## src/rtl/mips_pkg.sv

```systemverilog
// mips_pkg: shared widths, opcodes and fetch-stage types for the MIPS front end
package mips_pkg;
  localparam int ADDR_W = 32;
  localparam int INSTR_W = 32;
  localparam logic [5:0] OP_RTYPE = 6'b000000;
  localparam logic [5:0] OP_LW = 6'b100011;
  localparam logic [5:0] OP_SW = 6'b101011;
  localparam logic [5:0] OP_BEQ = 6'b000100;
  typedef enum logic [1:0] {S_IDLE, S_REQ, S_WAIT} fetch_state_e;
  typedef struct packed {
    logic [ADDR_W-1:0] pc;
    logic [INSTR_W-1:0] data;
  } fetch_entry_t;
endpackage

```

## src/rtl/mips_fetch_unit_if.sv

```systemverilog
// mips_fetch_unit_if: imem request/response, branch redirect and decode channels of the fetch stage
interface mips_fetch_unit_if;
  import mips_pkg::*;
  logic imem_req_valid;
  logic imem_req_ready;
  logic [ADDR_W-1:0] imem_req_addr;
  logic imem_rsp_valid;
  logic [INSTR_W-1:0] imem_rsp_data;
  logic redirect_valid;
  logic [ADDR_W-1:0] redirect_pc;
  logic ins_valid;
  logic ins_ready;
  logic [INSTR_W-1:0] ins_data;
  logic [5:0] ins_opcode;
  logic [ADDR_W-1:0] ins_pc;
  modport master (
    output imem_req_valid, imem_req_addr, ins_valid, ins_data, ins_opcode, ins_pc,
    input imem_req_ready, imem_rsp_valid, imem_rsp_data, redirect_valid, redirect_pc, ins_ready
  );
  modport slave (
    input imem_req_valid, imem_req_addr, ins_valid, ins_data, ins_opcode, ins_pc,
    output imem_req_ready, imem_rsp_valid, imem_rsp_data, redirect_valid, redirect_pc, ins_ready
  );
endinterface

```

## src/rtl/mips_fetch_unit_fetch_queue.sv

```systemverilog
// fetch_queue: 2-entry FIFO of fetched {pc, instr}; flush empties it and overrides push/pop
module fetch_queue
  import mips_pkg::*;
(
  input  logic         clk,
  input  logic         rst_n,
  input  logic         push,
  input  logic         pop,
  input  logic         flush,
  input  fetch_entry_t wdata,
  output fetch_entry_t rdata,
  output logic         empty,
  output logic [1:0]   count
);
  fetch_entry_t mem_q [2];
  fetch_entry_t mem_d [2];
  logic rd_q, rd_d, wr_q, wr_d;
  logic [1:0] cnt_q, cnt_d;
  logic full, do_push, do_pop;
  assign empty = cnt_q == 2'd0;
  assign full = cnt_q == 2'd2;
  assign do_pop = pop && !empty && !flush;
  assign do_push = push && (!full || do_pop) && !flush;
  assign rdata = mem_q[rd_q];
  assign count = cnt_q;
  always_comb begin
    mem_d = mem_q;
    if (do_push) mem_d[wr_q] = wdata;
    wr_d = flush ? 1'b0 : wr_q ^ do_push;
    rd_d = flush ? 1'b0 : rd_q ^ do_pop;
    cnt_d = flush ? 2'd0 : cnt_q + 2'(do_push) - 2'(do_pop);
  end
  always_ff @(posedge clk or negedge rst_n) begin
    if (!rst_n) begin
      mem_q <= '{default: '0};
      wr_q <= 1'b0;
      rd_q <= 1'b0;
      cnt_q <= 2'd0;
    end else begin
      mem_q <= mem_d;
      wr_q <= wr_d;
      rd_q <= rd_d;
      cnt_q <= cnt_d;
    end
  end
endmodule

```

## src/rtl/mips_fetch_unit.sv

```systemverilog
// mips_fetch_unit: PC owner issuing one outstanding imem read at a time into a 2-entry decode queue
module mips_fetch_unit
  import mips_pkg::*;
#(
  parameter logic [ADDR_W-1:0] RESET_PC = 32'h0000_0000,
  parameter int BUF_DEPTH = 2
) (
  input logic clk,
  input logic rst_n,
  mips_fetch_unit_if.master bus
);
  localparam logic [1:0] DEPTH = 2'(BUF_DEPTH);
  fetch_state_e state_q, state_d;
  logic [ADDR_W-1:0] pc_q, pc_d, req_pc_q, req_pc_d;
  logic discard_q, discard_d;
  logic redir, req_fire, rsp, push, pop, space, q_empty;
  logic [1:0] q_cnt, cnt_after;
  fetch_entry_t head, rsp_entry;
  assign redir = bus.redirect_valid;
  assign req_fire = state_q == S_REQ && bus.imem_req_ready;
  assign rsp = state_q == S_WAIT && bus.imem_rsp_valid;
  assign push = rsp && !discard_q && !redir;
  assign pop = !q_empty && bus.ins_ready;
  assign cnt_after = q_cnt + 2'(push) - 2'(pop);
  assign space = redir || cnt_after < DEPTH;
  assign rsp_entry = '{pc: req_pc_q, data: bus.imem_rsp_data};
  fetch_queue u_queue (
    .clk   (clk),
    .rst_n (rst_n),
    .push  (push),
    .pop   (pop),
    .flush (redir),
    .wdata (rsp_entry),
    .rdata (head),
    .empty (q_empty),
    .count (q_cnt)
  );
  always_ff @(posedge clk or negedge rst_n) begin
    if (!rst_n) begin
      state_q <= S_IDLE;
      pc_q <= RESET_PC;
      req_pc_q <= '0;
      discard_q <= 1'b0;
    end else begin
      state_q <= state_d;
      pc_q <= pc_d;
      req_pc_q <= req_pc_d;
      discard_q <= discard_d;
    end
  end
  always_comb begin
    state_d = state_q;
    case (state_q)
      S_IDLE: state_d = (redir || q_cnt < DEPTH) ? S_REQ : S_IDLE;
      S_REQ: state_d = req_fire ? S_WAIT : S_REQ;
      S_WAIT: state_d = bus.imem_rsp_valid ? (space ? S_REQ : S_IDLE) : S_WAIT;
      default: state_d = S_IDLE;
    endcase
  end
  // a redirect racing an in-flight request leaves one response to swallow
  always_comb begin
    pc_d = redir ? bus.redirect_pc & ~ADDR_W'(3) : req_fire ? pc_q + ADDR_W'(4) : pc_q;
    req_pc_d = req_fire ? pc_q : req_pc_q;
    discard_d = rsp ? 1'b0 : (redir && (state_q == S_WAIT || req_fire)) ? 1'b1 : discard_q;
  end
  always_comb begin
    bus.imem_req_valid = state_q == S_REQ;
    bus.imem_req_addr = pc_q;
    bus.ins_valid = !q_empty;
    bus.ins_data = q_empty ? '0 : head.data;
    bus.ins_pc = q_empty ? '0 : head.pc;
    bus.ins_opcode = q_empty ? 6'd0 : head.data[INSTR_W-1:INSTR_W-6];
  end
endmodule

```

## src/flat_wrapper.sv

```systemverilog
// flat-port wrapper written by rule: the top's interface ports become plain ports
module mips_fetch_unit_flat import mips_pkg::*;
#(
  parameter logic [ADDR_W-1:0] RESET_PC = 32'h0000_0000,
  parameter int BUF_DEPTH = 2
)
  (clk, rst_n, bus_imem_req_valid, bus_imem_req_addr, bus_ins_valid, bus_ins_data, bus_ins_opcode, bus_ins_pc, bus_imem_req_ready, bus_imem_rsp_valid, bus_imem_rsp_data, bus_redirect_valid, bus_redirect_pc, bus_ins_ready);
  mips_fetch_unit_if bus_i ();
  input logic clk;
  input logic rst_n;
  output wire logic [$bits(bus_i.imem_req_valid)-1:0] bus_imem_req_valid;
  output wire logic [$bits(bus_i.imem_req_addr)-1:0] bus_imem_req_addr;
  output wire logic [$bits(bus_i.ins_valid)-1:0] bus_ins_valid;
  output wire logic [$bits(bus_i.ins_data)-1:0] bus_ins_data;
  output wire logic [$bits(bus_i.ins_opcode)-1:0] bus_ins_opcode;
  output wire logic [$bits(bus_i.ins_pc)-1:0] bus_ins_pc;
  input wire logic [$bits(bus_i.imem_req_ready)-1:0] bus_imem_req_ready;
  input wire logic [$bits(bus_i.imem_rsp_valid)-1:0] bus_imem_rsp_valid;
  input wire logic [$bits(bus_i.imem_rsp_data)-1:0] bus_imem_rsp_data;
  input wire logic [$bits(bus_i.redirect_valid)-1:0] bus_redirect_valid;
  input wire logic [$bits(bus_i.redirect_pc)-1:0] bus_redirect_pc;
  input wire logic [$bits(bus_i.ins_ready)-1:0] bus_ins_ready;
  assign bus_imem_req_valid = bus_i.imem_req_valid;
  assign bus_imem_req_addr = bus_i.imem_req_addr;
  assign bus_ins_valid = bus_i.ins_valid;
  assign bus_ins_data = bus_i.ins_data;
  assign bus_ins_opcode = bus_i.ins_opcode;
  assign bus_ins_pc = bus_i.ins_pc;
  assign bus_i.imem_req_ready = bus_imem_req_ready;
  assign bus_i.imem_rsp_valid = bus_imem_rsp_valid;
  assign bus_i.imem_rsp_data = bus_imem_rsp_data;
  assign bus_i.redirect_valid = bus_redirect_valid;
  assign bus_i.redirect_pc = bus_redirect_pc;
  assign bus_i.ins_ready = bus_ins_ready;
  mips_fetch_unit #(.RESET_PC(RESET_PC), .BUF_DEPTH(BUF_DEPTH)) u_core (.clk(clk), .rst_n(rst_n), .bus(bus_i));
endmodule
```

## config.mk

```make
export PLATFORM = sky130hd
export DESIGN_NAME = mips_fetch_unit_flat
export DESIGN_NICKNAME = d
export VERILOG_FILES = /design/src/rtl/mips_pkg.sv /design/src/rtl/mips_fetch_unit_if.sv /design/src/rtl/mips_fetch_unit_fetch_queue.sv /design/src/rtl/mips_fetch_unit.sv /design/src/flat_wrapper.sv
export SDC_FILE = /design/constraint.sdc
export NUM_CORES = 1
export LEC_CHECK = 0
export ABC_AREA = 1
export BUFFER_PORTS_ARGS = -buffer_cell sky130_fd_sc_hd__buf_2
export CAP_MARGIN = 40
export CORE_UTILIZATION = 50
export CTS_CLUSTER_DIAMETER = 60
export DETAILED_ROUTE_END_ITERATION = 8
export PLACE_DENSITY = 0.76
export SYNTH_ARGS = -nofsm -noshare
export SYNTH_HDL_FRONTEND = slang
export SYNTH_SLANG_ARGS = --single-unit
```

## constraint.sdc

```tcl
create_clock -name clk -period 2.4 [get_ports clk]
set_clock_uncertainty 0.2 [all_clocks]
set_input_delay 0.24 -clock clk [delete_from_list [all_inputs] [get_ports clk]]
set_output_delay 0.24 -clock clk [all_outputs]
set_load 0.01 [all_outputs]
```

## Word-level counts from Yosys, hierarchy flattened

Index checks and enable logic that the tools add are counted.

- Register bits after elaboration: 199
- Input port bits: 70
- Logic and storage cells: 72

- $add $sub $neg: 5
- Magnitude comparators: 5
- Equality and inequality tests: 3
- Mux-type cells: 21
- Bitwise logic cells: 4
- Reduce and logical (&&, ||, !) cells: 23

Operators with widths:

| operator | count |
|---|---|
| two-way mux 64 bit | 4 |
| bitwise mux 128 bit | 1 |
| two-way mux 32 bit | 4 |
| demux 64 bit (select 1 bit) | 1 |
| adder 32 x 3 -> 32 bit (second input constant) | 1 |
| logical AND 1 bit | 11 |
| two-way mux 1 bit | 6 |
| two-way mux 2 bit | 3 |
| two-way mux 6 bit | 1 |
| case mux 2 bit (3 select lines) | 1 |
| adder 2 x 1 -> 2 bit | 2 |
| equality test 2 bit (second input constant) | 2 |
| greater-or-equal comparator 2 bit (second input constant) | 2 |
| logical NOT 1 bit | 4 |
| logical NOT 2 bit | 2 |
| logical OR 1 bit | 4 |
| less-than comparator 2 bit (second input constant) | 2 |
| inverter 1 -> 2 bit | 2 |
| nonzero test 2 bit | 2 |
| subtractor 2 x 1 -> 2 bit | 2 |
| equality test 2 x 1 -> 1 bit (second input constant) | 1 |
| less-than comparator 2 x 1 -> 1 bit (second input constant) | 1 |
| bitwise XOR 1 bit | 2 |

## Logic depth before layout (Yosys ltp)

- Depth in word-level cells: 11
- Depth in mapped cells: 11
- Gate-level depth less buffers: 11

## By module

From an unflattened synthesis, not the netlist that was laid out.

- Cell total of the unflattened synthesis: 1243
- Area total of the unflattened synthesis: 10161.0 um^2

By module, submodules not included:

| module | instances | cells an instance | area an instance (um^2) | seq. area each (um^2) |
|---|---|---|---|---|
| fetch_queue | 1 | 581 | 6033.3 | 3303.2 |
| mips_fetch_unit | 1 | 662 | 4127.7 | 1576.5 |

## Least setup slack after synthesis

OpenSTA, ideal clock, no wires.

- Kind: register -> register
- Start: register u_core.state_q[0]
- End: register u_core.u_queue.mem_q[66] (netlist bit)
- Setup time: 125 ps
- Arrival: 1936 ps
- Data required time: 2075 ps
- Setup slack: 139 ps
- Stages on the path, launching flop included: 10
- Path buffers: 2
- Clock period less this slack: 2261 ps
- Cell sequence: dfrtp_1 inv_2 nand2_1 nor2_1 nand3_1 a31oi_1 ha_1 clkbuf_1 buf_2 mux2_2

- Word-level cells in the longest chain between the ends: 6

Ends and longest elaborated chain:

| element | RTL line | RTL |
|---|---|---|
| start, declared | mips_fetch_unit.sv:13 | `fetch_state_e state_q, state_d;` |
| start signal, assigned | mips_fetch_unit.sv:45 | `state_q <= state_d;` |
| equality test 2 bit | mips_fetch_unit.sv:21 | `assign rsp = state_q == S_WAIT && bus.imem_rsp_valid;` |
| logical AND 1 bit | mips_fetch_unit.sv:21 |  |
| logical AND 1 bit (2 in a row) | mips_fetch_unit.sv:22 | `assign push = rsp && !discard_q && !redir;` |
| logical AND 1 bit (2 in a row) | mips_fetch_unit_fetch_queue.sv:23 | `assign do_push = push && (!full \|\| do_pop) && !flush;` |
| end signal, assigned | mips_fetch_unit_fetch_queue.sv:40 | `mem_q <= mem_d;` |
| end, declared | mips_fetch_unit_fetch_queue.sv:15 | `fetch_entry_t mem_q [2];` |

No other way between the ends.
A chain may end at the register's enable or synchronous reset.

## Final worst setup path

- Start: register u_core.state_q[0]
- End: register u_core.u_queue.mem_q[71] (netlist bit)

Same word-level chain as after synthesis.

==> implementation parameters <==
Parameter                              Value

Worst setup path
  Critical path cell sequence ... inv_2 -> nand2_1 -> nor2_1 -> nand3_1 -> a31oi_1 -> ha_2 -> buf_12 -> mux2_2
  Launch point of the worst reg-to-reg path ... u_core.state_q[0]
  CP Launch Point ... u_core.state_q[0]
  CP peak stage delay ... 0.38 ns
  Critical Path Start Type ... flop
  Library cell contributing the largest single delay on the critical path ... dfrtp_1
  Kind of critical path ... flop to flop
  Data required time at the worst endpoint ... 2.51 ns
  Data arrival at the endpoint of the critical path ... 2.37 ns
  Sort of element at the end of the critical path ... flop
  Highest net fanout along the worst path ... 35
  Internal reg-to-reg setup slack ... 0.13 ns
  Number of cells on the worst reg-to-reg path ... 8
  Capture point of the worst reg-to-reg path ... u_core.u_queue.mem_q[71]
  End of the critical path ... u_core.u_queue.mem_q[71]

Floorplan
  Vertical extent of the die ... 138 um
  Number of standard-cell rows in the floorplan ... 49
  Io pins ... 174
  Initial standard-cell utilization of the core ... 0.512
  Total core area ... 18000 sq um
  Horiz. Die Dim ... 138 um
  Die area ... 18900 sq um

Global routing
  Pin count of the biggest net entering global routing ... 65
  Total congestion overflow ... 0
  Antenna violations before repair ... 0
  Wire length of the first global-routing pass ... 34000 um
  Overall fraction of global-route tracks in use ... 0.233
  Number of global-route vias before repair ... 6971

Layout
  Layout filler cell count ... 1462
  Final Util ... 0.640
  Most used cells in the layout excluding fill and tap cells ... nand2_1 (231), dfrtp_1 (190), o21ai_0 (184)
  Final std cells w/o fill ... 1505
  Share of cells above drive strength 1 ... 0.236
  Layout area overhead ... 25.1%
  Most common library cell in the layout ignoring fill and taps ... nand2_1
  Final antenna diode count ... 0
  Final nets ... 1339

Clocking
  Maximum buffer depth of the clock tree ... 2
  Clock buffers created by TritonCTS ... 17
  TritonCTS clock tree ... built
  H-tree depth ... 4
  TritonCTS Sinks ... 191
  Worst-skew pair later-pin latency ... 0.43 ns
  Clock transition at the registers of the reported paths ... 0.07 ns
  Root buf cell ... clkbuf_16

Drt
  Detailed-router iteration count before antenna repair ... 5
  Count of antenna-violating nets left after detailed routing ... 0
  Count of routing violations after the opening detailed-route iteration ... 483
  Total wirelength of the detailed-routed design ... 21000 um
  Total via count in the routed design ... 7612
  Detailed route wirelength on metal3 ... 1090 um
  Routed length on met2 ... 9910 um
  Met1 wire length ... 9650 um
  Top layer used by detailed routing ... met4
  Final routed DRC violation total ... 0
  Via density per instance ... 5.06
  Wire length per cell ... 14.0 um

Synthesis
  Synth cell types ... 28
  Count of flip-flops with a built-in enable after synthesis ... 0
  Cell area after synthesis ... 9200 sq um
  Fraction of the yosys area taken by sequential cells ... 0.520
  Synthesized instance count ... 1056
  Primary FF master, synth ... dfrtp_1
  Yosys warnings ... 0
  Synthesized area per cell ... 8.71 sq um
  Synthesis-stage register bit count ... 191
  Synth async-reset ratio ... 1.00

Power and ir drop
  Peak supply drop ... 506 uV
  Total power per unit cell area ... 800 nW/um^2
  Total leakage power ... 5.85 nW

STA
  Final period util ... 0.944
  RSZ-0062 raised after global routing ... no
  Setup violators final ... 0
  Number of slew-limit violations in the final report ... 0
  Post-layout min period ... 2.27 ns
  Number of hold violations in the final report ... 0
  Accumulated negative setup slack ... 0 ns
  Upper clock frequency limit ... 441 MHz

Outcome
  Status ... completed

Job
  Count of maximum capacitance violations ... 0

Place
  Global placement routability congestion ... 0.910
  Final HPWL DP ... 14100 um
  Cells after DPL ... 1408
  Number of buffers added on ports ... 167

Hold path
  Class of the most critical hold timing path ... input pin to flop
==> worst min path at each step <==
stage | from | end | slack (ns) | cells past startpoint
final | bus_ins_ready | u_core.u_queue.rd_q | 0.06 | 5
after global routing | bus_ins_ready | u_core.u_queue.rd_q | 0.08 | 5
after CTS | bus_ins_ready | u_core.u_queue.rd_q | 0.03 | 5
after detailed placement | rst_n | u_core.u_queue.mem_q[71] | -0.03 | 1
after global placement | rst_n | u_core.u_queue.mem_q[4] | -0.03 | 1
after floorplan | rst_n | u_core.bus.imem_req_addr[10] | -0.26 | 0
==> state kept, by name (all words and copies together) (netlist names) <==
signal and count:
u_core.bus.imem_req_addr 30, u_core.discard_q 1, u_core.req_pc_q 30, u_core.state_q 2
u_core.u_queue.count 2, u_core.u_queue.mem_q 124, u_core.u_queue.rd_q 1, u_core.u_queue.wr_q 1
==> critical path: cells and delay by family (launching register included) <==
family | cells | cell delay, ns
flip-flops | 1 | 0.38
multiplexers | 1 | 0.37
AND/OR/NAND/NOR | 3 | 0.36
buffers and inverters | 2 | 0.31
adder cells (fa/ha/maj) | 1 | 0.29
AO/OA/AOI/OAI | 1 | 0.22
==> routing by layer <==
| layer | track usage | vias to the layer above |
|---|---|---|
| li1 | - | 3820 |
| met1 | 0.309 | 3560 |
| met2 | 0.380 | 202 |
| met3 | 0.0475 | 30 |
| met4 | 0.0781 | 0 |
| met5 | 0 | - |
==> synthesized netlist by cell type (all sizes together), types with 5 or more instances <==
cell type    n  area (sq um)
nor2        51           265
dfrtp      191          4780
mux2        62           698
o21ai      184           921
xor2         5          43.8
buf         40           255
nand3       46           230
clkbuf      25          93.8
a21oi       66           330
ha           6          75.1
inv        128           480
nand2      238           921
==> logic make-up after synthesis <==
family	synth area share
other	0.000408
adders and majority gates	0.00816
buffers and inverters	0.0902
xor gates and xnor gates	0.00762
and+or+nand+nor	0.156
muxes	0.0759
DFF	0.520
AOI/OAI and AO/OA	0.142
==> where the power goes <==
part | switching [mW] | internal [mW]
Sequential | 0.543 | 3.96
Combinational | 1.01 | 0.813
Clock | 1.21 | 1.68
Total | 2.76 | 6.45
==> timing repair <==
| action | CTS | global route |
|---|---|---|
| buffers inserted | 0 | 0 |
| hold buffers | 65 | 0 |
| gates resized for setup | 0 | 1 |
| endpoints found under the hold margin | 287 | 0 |
| endpoints found under the setup margin | 0 | 1 |
==> through the flow <==
step | hold WS [ns] | worst slack [ns] | power (mW) | instance area, sq um
2_1_floorplan | -0.256 | 0.139 | 5.63 | 9210
3_3_place_gp | -0.0280 | 0.207 | 6.18 | 10200
3_5_place_dp | -0.0255 | 0.119 | 6.28 | 10200
4_1_cts | 0.0296 | 0.0534 | 9.28 | 11500
5_1_grt | 0.0835 | 0.0171 | 9.75 | 11500
6_report | 0.0555 | 0.134 | 9.21 | 11500
==> final cells by class <==
class | count | area (sq um) | share of cell area
Multi-Input combinational cell | 675 | 3610 | 0.314
Clock inverter | 12 | 160 | 0.0139
Timing Repair Buffer | 250 | 1730 | 0.151
Sequential cell | 191 | 4780 | 0.416
Clock buffer | 20 | 447 | 0.0388
Tap cell | 229 | 287 | 0.0249
Inverter | 128 | 480 | 0.0418
Power figures use the tool's default switching activity.
